`src/rtl/dmem_store_buffer.sv`:
```
// M-stage data-memory bridge: stores retire into a DEPTH-entry FIFO and drain to a valid/ready word port; loads stall the core until ReadData lands.
// `define STORE_FWD_CHECK_EN lets loads bypass queued stores to other words; otherwise every load waits for a full drain.
module dmem_store_buffer #(
  parameter int XLEN  = 32,
  parameter int DEPTH = 4
) (
  input  logic            clk,
  input  logic            reset,
  input  logic            MemWrite,
  input  logic            MemRead,
  input  logic [XLEN-1:0] ALUResultM,
  input  logic [XLEN-1:0] WriteData,
  input  logic [XLEN-1:0] mask,
  output logic [XLEN-1:0] ReadData,
  output logic            stallM,
  output logic            mem_req,
  output logic            mem_we,
  output logic [XLEN-1:0] mem_addr,
  output logic [XLEN-1:0] mem_wdata,
  output logic [3:0]      mem_wstrb,
  input  logic            mem_ready,
  input  logic            mem_rvalid,
  input  logic [XLEN-1:0] mem_rdata
);

  localparam int          PW       = $clog2(DEPTH);
  localparam logic [PW:0] FULL_CNT = (PW+1)'(DEPTH);

  typedef enum logic [2:0] {IDLE, DRAIN, REQ, RESP, DONE} state_t;

  state_t           state_q, state_d;
  logic [XLEN-1:0]  addr_q [DEPTH];
  logic [XLEN-1:0]  addr_d [DEPTH];
  logic [XLEN-1:0]  data_q [DEPTH];
  logic [XLEN-1:0]  data_d [DEPTH];
  logic [3:0]       strb_q [DEPTH];
  logic [3:0]       strb_d [DEPTH];
  logic [DEPTH-1:0] vld_q, vld_d;
  logic [PW-1:0]    head_q, head_d, tail_q, tail_d;
  logic [PW:0]      count_q, count_d;
  logic [XLEN-1:0]  rdata_q, rdata_d;
  logic             wpend_q, wpend_d;

  logic [XLEN-1:0]  waddr;
  logic [3:0]       st_strb;
  logic             empty, full, blocked, load_wants, drain_en, go_req, push, pop;
  logic             unused_bits;

  assign waddr       = {ALUResultM[XLEN-1:2], 2'b00};
  assign st_strb     = {mask[24], mask[16], mask[8], mask[0]};
  assign empty       = (count_q == '0);
  assign full        = (count_q == FULL_CNT);
  assign unused_bits = ^{mask, ALUResultM[1:0]};

`ifdef STORE_FWD_CHECK_EN
  always_comb begin
    blocked = 1'b0;
    for (int i = 0; i < DEPTH; i++) begin
      if (vld_q[i] && (addr_q[i] == waddr)) blocked = 1'b1;
    end
  end
`else
  always_comb begin
    blocked = !empty;
  end
`endif

  // A store already shown on the bus keeps it until accepted, even if a load wants the port.
  always_comb begin
    load_wants = ((state_q == IDLE) && MemRead && !blocked) || ((state_q == DRAIN) && !blocked);
    drain_en   = !empty && (state_q inside {IDLE, DRAIN, DONE}) && !(load_wants && !wpend_q);
    go_req     = load_wants && !(drain_en && !mem_ready);
    stallM     = (MemWrite && full) || ((state_q == IDLE) && MemRead) ||
                 (state_q inside {DRAIN, REQ, RESP});
    push       = MemWrite && !stallM;
    pop        = drain_en && mem_ready;
  end

  always_comb begin
    state_d = state_q;
    rdata_d = rdata_q;
    case (state_q)
      IDLE:    if (MemRead) state_d = go_req ? REQ : DRAIN;
      DRAIN:   if (go_req) state_d = REQ;
      REQ:     if (mem_ready) state_d = RESP;
      RESP: begin
        if (mem_rvalid) begin
          state_d = DONE;
          rdata_d = mem_rdata;
        end
      end
      DONE:    state_d = IDLE;
      default: state_d = IDLE;
    endcase
  end

  always_comb begin
    addr_d  = addr_q;
    data_d  = data_q;
    strb_d  = strb_q;
    vld_d   = vld_q;
    head_d  = head_q;
    tail_d  = tail_q;
    count_d = count_q + (PW+1)'(push) - (PW+1)'(pop);
    wpend_d = drain_en && !mem_ready;
    if (pop) begin
      vld_d[head_q] = 1'b0;
      head_d        = head_q + PW'(1);
    end
    if (push) begin
      addr_d[tail_q] = waddr;
      data_d[tail_q] = WriteData;
      strb_d[tail_q] = st_strb;
      vld_d[tail_q]  = 1'b1;
      tail_d         = tail_q + PW'(1);
    end
  end

  always_ff @(posedge clk) begin
    if (reset) begin
      state_q <= IDLE;
      vld_q   <= '0;
      head_q  <= '0;
      tail_q  <= '0;
      count_q <= '0;
      rdata_q <= '0;
      wpend_q <= 1'b0;
    end else begin
      state_q <= state_d;
      vld_q   <= vld_d;
      head_q  <= head_d;
      tail_q  <= tail_d;
      count_q <= count_d;
      rdata_q <= rdata_d;
      wpend_q <= wpend_d;
    end
  end

  always_ff @(posedge clk) begin
    addr_q <= addr_d;
    data_q <= data_d;
    strb_q <= strb_d;
  end

  assign ReadData  = rdata_q;
  assign mem_req   = drain_en || (state_q == REQ);
  assign mem_we    = drain_en;
  assign mem_addr  = drain_en ? addr_q[head_q] : waddr;
  assign mem_wdata = data_q[head_q];
  assign mem_wstrb = drain_en ? strb_q[head_q] : 4'b0000;

endmodule

```
`config.mk`:
```
export PLATFORM = sky130hd
export DESIGN_NAME = dmem_store_buffer
export DESIGN_NICKNAME = d
export VERILOG_FILES = /design/src/rtl/dmem_store_buffer.sv
export SDC_FILE = /design/constraint.sdc
export NUM_CORES = 1
export LEC_CHECK = 0
export CAP_MARGIN = 30
export CELL_PAD_IN_SITES_DETAIL_PLACEMENT = 1
export CELL_PAD_IN_SITES_GLOBAL_PLACEMENT = 1
export CORE_AREA = 2 2 157 198
export DETAILED_ROUTE_END_ITERATION = 10
export DIE_AREA = 0 0 159 200
export PLACE_DENSITY_LB_ADDON = 0.1
export SYNTH_ARGS = -nofsm -noshare
export SYNTH_HDL_FRONTEND = slang
export SYNTH_SLANG_ARGS = --single-unit
```
`constraint.sdc`:
```
create_clock -name clk -period 4.96 [get_ports clk]
set_input_delay 0.496 -clock clk [delete_from_list [all_inputs] [get_ports clk]]
set_output_delay 0.496 -clock clk [all_outputs]
set_load 0.01 [all_outputs]
```
; Word-level counts from Yosys, hierarchy flattened
; Index checks and enable logic that the tools add are counted.
[totals]
register_bits = 315
out_inout_bits = 103
word_cells = 88
[op_classes]
n_addsub = 4
magnitude_cmp = 3
n_eq_ne = 9
muxes = 24
bitwise_logic = 2
reduce_logical = 28
[op_table]
columns = operator, n
row1 = bitwise mux 128 bit, 2
row2 = two-way mux 32 bit, 6
row3 = binary-select mux 32 bit (select 2 bit), 2
row4 = demux 32 bit (select 2 bit), 1
row5 = bitwise mux 16 bit, 1
row6 = two-way mux 4 bit, 4
row7 = logical AND 1 bit, 12
row8 = two-way mux 3 bit, 4
row9 = case mux 3 bit (4 select lines), 1
row10 = binary-select mux 4 bit (select 2 bit), 1
row11 = demux 4 bit (select 2 bit), 1
row12 = != test 2 bit (second input constant), 4
row13 = == test 3 x 2 -> 1 bit (second input constant), 2
row14 = == test 3 bit (second input constant), 2
row15 = >= comparator 3 bit (second input constant), 2
row16 = zero test 1 bit, 6
row17 = zero test 3 bit, 2
row18 = NOT 2 -> 3 bit, 2
row19 = nonzero test 3 bit, 2
row20 = adder 2 x 1 -> 2 bit (second input constant), 2
row21 = logical OR 1 bit, 4
row22 = AND reduction 4 bit, 1
row23 = adder 3 x 1 -> 3 bit, 1
row24 = == test 3 x 1 -> 1 bit (second input constant), 1
row25 = other kinds (4), 4

; Logic depth before layout (Yosys ltp)
[logic_depth]
ltp_word = 13
mapped_depth = 11
mapped_depth_nobuf = 10

; Least setup slack after synthesis
; Ideal clock, no wire load.
[synth_path]
path_type = flip-flop to flip-flop
start = reg state_q[0]
end = reg addr_q[100] in the netlist's numbering (enable)
setup_time_ps = 431
arrival_time_ps = 2555
path_slack_ps = 1974
stages_incl_launch_ff = 5
path_buffers = 1
cell_sequence = dfxtp_1 -> clkbuf_1 -> nor3_1 -> o211a_2 -> and2_1
[synth_via]
elab_chain_len = 6
[synth_rtl]
columns = item, line
row1 = start: declaration, 31  ; state_t state_q, state_d;
row2 = start signal: assignment, 129  ; state_q <= state_d;
row3 = branches (longest 3 deep; another with == test 3 x 1 -> 1 bit), -
row4 = logical OR 1 bit *, 73  ; stallM = (MemWrite && full) || ((state_q == IDLE) && MemRead) ||
row5 = zero test 1 bit *, 75  ; push = MemWrite && !stallM;
row6 = logical AND 1 bit *, 75
row7 = end signal: assignment, 140  ; addr_q <= addr_d;
row8 = end: declaration, 32  ; logic [XLEN-1:0] addr_q [DEPTH];
; Mark *: on every way between the ends.
; A chain may end at the register's enable or synchronous reset.

; Worst setup path after layout
[layout_path]
start = reg state_q[0]
end = out mem_addr[3]
[layout_via]
elab_chain_len = 8
[layout_rtl]
columns = item, line
row1 = zero test 3 bit, "70, 71"
row2 = logical AND 1 bit (2 in a row), 70  ; load_wants = ((state_q == IDLE) && MemRead && !blocked) || ((state_q == DRAIN) && !blocked);
row3 = logical OR 1 bit, 70
row4 = logical AND 1 bit, 71  ; drain_en = !empty && (state_q inside {IDLE, DRAIN, DONE}) && !(load_wants && !wpend_q);
row5 = zero test 1 bit, 71
row6 = logical AND 1 bit *, 71
row7 = two-way mux 32 bit *, 148  ; assign mem_addr = drain_en ? addr_q[head_q] : waddr;
row8 = end: declaration, 18  ; output logic [XLEN-1:0] mem_addr,
; Mark *: on every way between the ends. The rest lies on a longest branch, timed or not.

==> flow_summary_export.csv <==
group,metric,value,unit
routing,wl,25660,µm
global_route,antenna_found_initial,1,
global_route,grt_overflow_total,0,
floorplan,coreArea,29850,µm²
synthesis,ys_async_sr_fraction,0,%
floorplan,num_io_pins,237,
routing,firstDrtPassIters,4,
critical_path,cp-end-kind,"output port",
cells_and_area,mostFrequentLayoutCells,"edfxtp_1, clkdlybuf4s50_1, nand2_1",
critical_path,crit_type,"reg -> out",
power_and_ir_drop,power.total,0.007480,W
routing,num_vias,6253,
global_route,globalRouteTotalUtil,16.28,%
synthesis,syn_area,11850,µm²
cts,cts_sinks,306,
status,outcome,"completed",
timing,fin_crit_sh,75.43,%
critical_path,critPathSlowestCell,"or2_2",
floorplan,die-area,31800,µm²
floorplan,die_x,159,µm
critical_path,cp_max_fo,19,
cts,cts_resized,0,
synthesis,synth_edf_count,264,
floorplan,num_rows,71,
timing,hold_viol,0,
routing,drcViolationCount,0,
synthesis,yosysTopAreaCellShare,66.91,%
cts,cts_buffers,31,
critical_path,cp_cell_sequence,"a21o_1, or2_2, buf_4, mux2_2, clkdlybuf4s50_1",
global_route,grt_pass1_vias,7159,
routing,drt-initial-drc-count,268,
timing,setup-violations-final,0,
timing,rsz0062_at_grt,"false",
timing,setup-tns-final,0,ps
synthesis,ys_types,43,
cells_and_area,fillCellCount,2791,
cts,post_cts_buffers,0,
floorplan,dieHeight,200,µm
timing,max_clock_freq,267.3,MHz
timing,drv_slew,0,
run,drv_cap,0,
synthesis,synth_cells,606,
synthesis,synth-seq-cells,306,
synthesis,ys_seq_area_share,74.01,%
critical_path,cp_data_required_time,4460,ps
cells_and_area,area_delta_synth_final,30.10,%
cts,cts_root_buf,"clkbuf_16",
cts,worstSkewPairLatency,550,ps
routing,ant_nets,0,
placement,port_buffers,204,
timing,relSlewSlack,46.87,%
synthesis,avgSynthCellArea,19.55,µm²
cts,clockBufferDepth,3,
worst_hold_path,min_path_type,"reg -> reg",
routing,vias_per_cell,5.022,
placement,dpl.hpwl,16030,µm
critical_path,start_kind,"register",
power_and_ir_drop,power.density,485.3,nW/µm²
cts,cts_tree,"done",
cells_and_area,final_layout_size_suffix_gt1_share,18.98,%
timing,min_period,3741,ps
cells_and_area,final_common_cell,"edfxtp_1",
cts,cts_max_level,1,
placement,gp_congestion,0.7304,
cts,holdBufCountCts,0,
critical_path,crit_arrival,3250,ps
synthesis,synth.largest_area_cell,"edfxtp_1",
floorplan,start_util,39.69,%
synthesis,synthTopCellsByArea,"edfxtp_1, mux4_2, dfxtp_1",
global_route,grt_max_degree,50,
power_and_ir_drop,ir_drop,271.4,µV
cts,clkTransAtPathRegs,70,ps
global_route,grt_first_pass_wirelength,40370,µm
critical_path,slowest_delay,580,ps
routing,wire_per_inst,20.61,µm
timing,tightest_slew,796.9,ps
cells_and_area,fin_nets,960,
power_and_ir_drop,p_leak,4.988,nW
synthesis,synth_warnings,0,
synthesis,synth_ff_type,"edfxtp_1",
timing,finClkSkew,13.73,ps
## path summary, 6_finish.rpt
kind	depth (start not counted)	from	to	slack (ps)
max	5	state_q[0]$_SDFFE_PP0P_	mem_addr[3]	1220
min	2	ReadData[29]$_SDFFE_PP0P_	ReadData[29]$_SDFFE_PP0P_	460
max reg2reg	10	state_q[1]$_SDFFE_PP0P_	count_q[2]$_SDFF_PP0_	2390
min reg2reg	2	ReadData[29]$_SDFFE_PP0P_	ReadData[29]$_SDFFE_PP0P_	460
## sequential cells by signal, indices dropped and copies added (netlist names)
name and cells:
addr_q 120, tail_q 2, state_q 3, strb_q 16, count_q 3, head_q 2
ReadData 32, data_q 128
## cells by family (layout without fill, tap and decap cells)
family,Yosys count,after routing,share of synthesized area (%)
DFF,306,306,74.01
xor gates and xnor gates,2,2,0.1479
buffers and inverters,46,282,2.302
muxes,102,102,16.89
AOI/OAI and AO/OA,45,45,2.123
and+or+nand+nor,97,97,3.696
adders and majority gates,7,7,0.8026
other,1,3,0.03165
## per-layer routing
layer | up-vias | part of all wire [%] | GRT usage (%)
met5 | - | 0 | 0
met4 | 0 | 1.9 | 4.613
met3 | 31 | 6.9 | 4.339
met2 | 179 | 52 | 29.66
met1 | 3221 | 39 | 19.09
li1 | 2822 | - | -
## cell type report
type / count / area, µm² / share of cell area, %
flip-flops and latches: 306 / 8776 / 56.94
clock inverters: 19 / 236.5 / 1.534
multi-input cells: 255 / 2820 / 18.30
diodes: 1 / 2.502 / 0.01624
repair buffers: 215 / 2217 / 14.38
clock buffers: 38 / 822.0 / 5.333
well taps: 401 / 501.7 / 3.255
inverters: 10 / 37.54 / 0.2435
## worst max-delay path, delay by kind of cell (launching register included)
kind	cells	cell delay (ps)
flops	1	550
compound gates	1	240
buf+inv	2	930
simple gates	1	580
mux	1	390
## through the flow
| step | hold slack, ps | utilization [%] | cells | setup slack, ps | cell area, µm² |
|---|---|---|---|---|---|
| after global routing | 483.8 | 51.64 | 1245 | 1022 | 15410 |
| after floorplan | 467.7 | - | 607 | 1974 | 11850 |
| after CTS | 462.7 | 51.63 | 1244 | 1135 | 15410 |
| final | 459.5 | 51.64 | 1245 | 1219 | 15410 |
| after detailed placement | 450.6 | 48.08 | 1187 | 1753 | 14350 |
| after global placement | 442.1 | 47.72 | 1183 | 1789 | 14240 |
## Yosys cell counts, types with 7 or more instances
cell type	n
a21oi_1	34
buf_2	7
buf_6	7
clkbuf_1	13
dfxtp_1	42
edfxtp_1	264
inv_1	10
mux2_2	8
mux2_4	24
mux4_2	60
nand2_1	68
nor2b_1	7
## power breakdown
part	internal, W	leakage (nW)	switching [W]	total (W)
clock	0.00144	0.510	0.000955	0.00240
sequential	0.00295	2.73	0.000132	0.00308
combinational	0.00118	1.75	0.000818	0.00200
Note: power is estimated with default switching activity, not from simulation.
